File: src/rtl/tx_scheduler.sv
// Ethernet TX scheduler: arbitrates reset/state/keepalive packet requests into a
// single transmitter with start/done handshake, done timeout and inter-frame gap.
module tx_scheduler #(
  parameter int IFG_CYCLES       = 48,
  parameter int TIMEOUT_CYCLES   = 4096,
  parameter int KEEPALIVE_CYCLES = 1000000
) (
  input  logic        eth_clk,
  input  logic        eth_rstn,
  input  logic        frame_tick,
  input  logic [33:0] state_data,
  input  logic        rst_req,
  input  logic        tx_busy,
  input  logic        tx_done,
  output logic        tx_start,
  output logic [1:0]  tx_type,
  output logic [33:0] tx_payload,
  output logic [2:0]  pend,
  output logic        tx_err,
  output logic [7:0]  drop_cnt
);

  localparam int CW = $clog2((TIMEOUT_CYCLES > IFG_CYCLES ? TIMEOUT_CYCLES : IFG_CYCLES) + 1);
  localparam logic [CW-1:0] TO_LAST  = CW'(TIMEOUT_CYCLES - 1);
  localparam logic [CW-1:0] IFG_LAST = CW'(IFG_CYCLES - 1);
  localparam logic [19:0]   KA_LAST  = 20'(KEEPALIVE_CYCLES - 1);

  localparam logic [1:0] T_STATE = 2'b00;
  localparam logic [1:0] T_RESET = 2'b01;
  localparam logic [1:0] T_KA    = 2'b10;

  typedef enum logic [1:0] {IDLE, START, WAIT_DONE, GAP} state_t;

  state_t        r_state, w_nxt;
  logic [CW-1:0] r_cnt, w_cnt_nxt;
  logic [19:0]   r_ka;
  logic [2:0]    r_pend, w_pend_nxt;
  logic [33:0]   r_shadow, r_last;
  logic          r_rst_q;
  logic          r_tx_start;
  logic [1:0]    r_tx_type;
  logic [33:0]   r_tx_payload;
  logic          r_tx_err;
  logic [7:0]    r_drop;

  logic          w_grant, w_err_set, w_rst_rise, w_ka_hit, w_drop;
  logic [1:0]    w_gtype;
  logic [33:0]   w_gpay;

  assign w_rst_rise = rst_req & ~r_rst_q;
  assign w_ka_hit   = ~r_tx_start && (r_ka == KA_LAST);
  // A tick coinciding with a state grant refills the pend bit rather than dropping.
  assign w_drop     = frame_tick && r_pend[1] && !(w_grant && w_gtype == T_STATE);

  always_comb begin
    w_nxt     = r_state;
    w_cnt_nxt = r_cnt;
    w_grant   = 1'b0;
    w_gtype   = T_STATE;
    w_err_set = 1'b0;
    case (r_state)
      IDLE: begin
        w_cnt_nxt = '0;
        if (!tx_busy && r_pend != 3'b000) begin
          w_grant = 1'b1;
          w_nxt   = START;
          if (r_pend[0])      w_gtype = T_RESET;
          else if (r_pend[1]) w_gtype = T_STATE;
          else                w_gtype = T_KA;
        end
      end
      START: begin
        w_cnt_nxt = '0;
        w_nxt     = WAIT_DONE;
      end
      WAIT_DONE: begin
        if (tx_done) begin
          w_cnt_nxt = '0;
          w_nxt     = GAP;
        end else if (r_cnt == TO_LAST) begin
          w_cnt_nxt = '0;
          w_err_set = 1'b1;
          w_nxt     = GAP;
        end else begin
          w_cnt_nxt = r_cnt + 1'b1;
        end
      end
      GAP: begin
        if (r_cnt == IFG_LAST) begin
          w_cnt_nxt = '0;
          w_nxt     = IDLE;
        end else begin
          w_cnt_nxt = r_cnt + 1'b1;
        end
      end
      default: w_nxt = IDLE;
    endcase
  end

  always_comb begin
    case (w_gtype)
      T_RESET: w_gpay = '0;
      T_STATE: w_gpay = r_shadow;
      default: w_gpay = r_last;
    endcase
  end

  // New requests win over the clear of a bit granted in the same cycle.
  always_comb begin
    w_pend_nxt = r_pend;
    if (w_grant) begin
      case (w_gtype)
        T_RESET: w_pend_nxt[0] = 1'b0;
        T_STATE: w_pend_nxt[1] = 1'b0;
        default: w_pend_nxt[2] = 1'b0;
      endcase
    end
    if (w_rst_rise) w_pend_nxt[0] = 1'b1;
    if (frame_tick) w_pend_nxt[1] = 1'b1;
    if (w_ka_hit)   w_pend_nxt[2] = 1'b1;
  end

  always_ff @(posedge eth_clk or negedge eth_rstn) begin
    if (!eth_rstn) begin
      r_state <= IDLE;
      r_cnt   <= '0;
    end else begin
      r_state <= w_nxt;
      r_cnt   <= w_cnt_nxt;
    end
  end

  always_ff @(posedge eth_clk or negedge eth_rstn) begin
    if (!eth_rstn) begin
      r_pend       <= '0;
      r_shadow     <= '0;
      r_last       <= '0;
      r_rst_q      <= 1'b0;
      r_ka         <= '0;
      r_tx_start   <= 1'b0;
      r_tx_type    <= '0;
      r_tx_payload <= '0;
      r_tx_err     <= 1'b0;
      r_drop       <= '0;
    end else begin
      r_pend     <= w_pend_nxt;
      r_rst_q    <= rst_req;
      r_tx_start <= w_grant;
      if (frame_tick) r_shadow <= state_data;
      if (w_grant) begin
        r_tx_type    <= w_gtype;
        r_tx_payload <= w_gpay;
        if (w_gtype == T_STATE) r_last <= r_shadow;
      end
      if (r_tx_start || w_ka_hit) r_ka <= '0;
      else                        r_ka <= r_ka + 1'b1;
      if (w_err_set) r_tx_err <= 1'b1;
      if (w_drop && r_drop != 8'hFF) r_drop <= r_drop + 1'b1;
    end
  end

  assign tx_start   = r_tx_start;
  assign tx_type    = r_tx_type;
  assign tx_payload = r_tx_payload;
  assign pend       = r_pend;
  assign tx_err     = r_tx_err;
  assign drop_cnt   = r_drop;

endmodule

File: config.mk
export PLATFORM = sky130hd
export DESIGN_NAME = tx_scheduler
export DESIGN_NICKNAME = d
export VERILOG_FILES = /design/src/rtl/tx_scheduler.sv
export SDC_FILE = /design/constraint.sdc
export NUM_CORES = 1
export LEC_CHECK = 0
export ABC_CLOCK_PERIOD_IN_PS = 3000
export CORE_MARGIN = 8
export CORE_UTILIZATION = 52
export DETAILED_ROUTE_END_ITERATION = 8
export GPL_TIMING_DRIVEN = 0
export HOLD_SLACK_MARGIN = 0.15
export PLACE_DENSITY_LB_ADDON = 0.3
export REMOVE_ABC_BUFFERS = 1
export SYNTH_ARGS = -nofsm -noshare
export SYNTH_HDL_FRONTEND = slang
export SYNTH_SLANG_ARGS = --single-unit
File: constraint.sdc
create_clock -name eth_clk -period 3 [get_ports eth_clk]
set_input_delay 0.3 -clock eth_clk [delete_from_list [all_inputs] [get_ports eth_clk]]
set_output_delay 0.3 -clock eth_clk [all_outputs]
set_load 0.05 [all_outputs]
==> flow_summary.yaml <==
outcome:
  outcome: "finished, final reports clean"
synth:
  yosysTopAreaCell: "dfrtp_1"
  syn_inst: 538
  synth_top_area_share_pct: 57.72
  yosys.cell_types.count: 43
  syn_area_um2: 6633
  synth_edf_count: 0
  avgSynthCellArea_um2: 12.33
  ys.flop_type: "dfrtp_1"
  synth_area_leaders: "dfrtp_1, mux2_2, mux2i_1"
  ys_warn_count: 0
  yosysSeqAreaShare_pct: 57.72
  async_flop_share_pct: 100.0
  ys_seq_elements: 153
worst_hold_path:
  min-delay-path-class: "input port to asynchronous set/reset pin"
die:
  core-area_um2: 12520
  start_util_pct: 52.99
  die_h_um: 128.9
  chipWidth_um: 128.9
  fp.dieArea_um2: 16630
  ioPinCount: 89
  row_count: 41
finish:
  seqCellArea_um2: 3831
  antennaDiodeCount: 0
  finalNetCount: 671
  multi_input_area_um2: 2671
  fillers: 978
  areaGrowthSynthToFinish_pct: 25.66
  drive_above_1_share_pct: 19.65
clocking:
  clock-sinks: 153
  tritoncts: "yes"
  path_clk_slew_ns: 0.06
  h-tree-depth: 4
  post_cts_buffers: 0
  cts.path.max_buffers: 2
  cts_root_buf: "clkbuf_16"
  clk_latency_ns: 0.42
  numCtsBuffers: 17
  post_cts_resized: 0
  holdBufCountCts: 1
drt:
  dr.pass1.iters: 4
  vias: 4450
  post_drt_wl_per_cell_um: 17.21
  drtIter0Drc: 314
  finalWirelength_mm: 13.91
  drc: 0
  postRouteAntennaNets: 0
  vias_per_cell: 5.507
power:
  p_seq_share_pct: 39.7
  max-vdd-ir-drop_mv: 0.6659
  p_comb_share_pct: 35.4
  pwr-share-clk_pct: 24.9
  switching_power_mw: 3.071
  p_sw_share_pct: 38.08
  internal_power_mw: 4.993
  p_leak_nw: 3.753
  cellPowerDensity_nw_per_um2: 967.6
timing:
  tightest_slew_ns: 0.9558
  drv_slew: 0
  fin_crit_ns: 2.619
  skew_ns: 0.009671
  whs_ns: 0.3999
  setup_viol: 0
  hold_viol: 0
  fin_crit_sh_pct: 87.29
  fmax_mhz: 381.9
  slew_headroom_pct: 36.28
  rsz0062_at_grt: "false"
  tns_ns: 0
global_routing:
  groute.usage.overall_pct: 17.94
  grt-ovfl-total: 0
  grt_pass1_vias: 4630
  antenna_found_initial: 0
  grt_first_pass_wirelength_mm: 23.19
  grt_max_degree: 102
worst_setup_path:
  critPathTopFamily: "buffers and inverters"
  criticalPathCategory: "flip-flop to output pin"
  worst-path-buf-inv: 1
  worstSetupStartpointType: "flip-flop"
  cp_cell_sequence: "clkdlybuf4s50_1"
  cp.required_ns: 2.70
  critical_path_peak_fanout: 43
  cp.arrival_ns: 2.32
  critPathSlowestCell: "clkdlybuf4s50_1"
  slowest_delay_ns: 0.96
  cp-end-kind: "output pin"
placement:
  dpl.hpwl_mm: 9.235
  portBuffers: 88
  gp_congestion: 0.7940
job:
  drv_cap: 0
==> per-stage QoR <==
step,worst slack [ns],power [mW],cells,area [µm²],utilization [%]
after floorplan,-0.7901,5.017,510,6524,-
after global placement,-4.208,5.966,770,7620,60.88
after detailed placement,0.2868,6.117,776,7759,61.99
after CTS,0.2434,8.166,808,8332,66.56
after global routing,0.2652,8.500,808,8334,66.58
final,0.3812,8.064,808,8334,66.58
==> synthesized netlist by cell type (all sizes together), types with 2 or more instances <==
| library cell | number |
|---|---|
| dfrtp | 153 |
| mux2 | 71 |
| nand2 | 50 |
| o31ai | 40 |
| mux2i | 34 |
| nor2 | 32 |
| clkbuf | 19 |
| nand3 | 18 |
| xnor2 | 16 |
| xor2 | 14 |
| nand4 | 11 |
| inv | 10 |
| buf | 9 |
| ha | 7 |
| a21oi | 6 |
| nor3 | 5 |
| nor4 | 5 |
| or4 | 5 |
| and3 | 4 |
| and4 | 4 |
| nand2b | 3 |
| nor2b | 3 |
| nor3b | 3 |
| o21ai | 3 |
| and2 | 2 |
| or2 | 2 |
==> path summary, 6_finish.rpt <==
check                           depth (start not counted)  slack, ns           end       start
worst max register to register                          7       0.42    r_last[32]  r_state[0]
worst min register to register                          1       0.42       pend[0]     r_rst_q
min in group eth_clk                                    1       0.42       r_rst_q     rst_req
worst min-delay path                                    2       0.40    r_state[0]    eth_rstn
max in group asynchronous                               3       1.74  r_shadow[12]    eth_rstn
worst max-delay path                                    1       0.38       pend[0]     pend[0]
==> final cells by class <==
cell class | count | share of cell area [%]
timing repair buffer | 95 | 12.19
sequential | 153 | 45.97
tap | 172 | 2.582
clock buffer | 21 | 5.645
clock inverter | 10 | 1.111
multi-input combinational | 347 | 32.05
inverter | 10 | 0.4504
==> placed cells by master, fill, tap and decap left out, drive strengths merged, types with 2 or more instances in the layout <==
master,Yosys,routed
a21oi,6,6
and2,2,2
and3,4,4
and4,4,4
buf,9,8
clkbuf,19,21
clkdlybuf4s50,0,86
clkinv,0,6
dfrtp,153,153
ha,7,7
inv,10,12
mux2,71,71
mux2i,34,34
nand2,50,50
nand2b,3,3
nand3,18,18
nand4,11,11
nor2,32,32
nor2b,3,3
nor3,5,5
nor3b,3,3
nor4,5,5
o21ai,3,3
o31ai,40,40
or2,2,2
or4,5,5
xnor2,16,16
xor2,14,14
==> cells by family after synthesis <==
| group | synth area share [%] |
|---|---|
| simple gates | 11.56 |
| fa+ha+maj | 1.320 |
| buf+inv | 2.207 |
| mux | 17.19 |
| flops | 57.72 |
| xor+xnor | 3.961 |
| compound gates | 6.037 |
==> power by group through the flow <==
stage	Combinational (mW)	Sequential (mW)	Clock [mW]
floorplan	0.948	4.07	0
global placement	2.75	3.22	0
detailed placement	2.88	3.23	0
CTS	2.90	3.21	2.06
global route	3.05	3.30	2.15
finish	2.85	3.20	2.01
==> metal layers <==
layer	part of all wire, %	up-vias	wire length, µm	track usage (%)
li1	-	2081	-	-
met1	43	2271	5948	21.58
met2	52	92	7176	30.05
met3	4.8	6	664	4.882
met4	0.85	0	118	7.049
met5	0	-	0	0
==> flip-flops by register name, summed over array words and instances (netlist names) <==
register	cells
tx_type	2
r_last	34
pend	3
drop_cnt	8
r_shadow	34
r_ka	20
tx_err	1
tx_start	1
r_state	2
r_cnt	13
tx_payload	34
r_rst_q	1
Note: power is estimated with default switching activity, not from simulation.
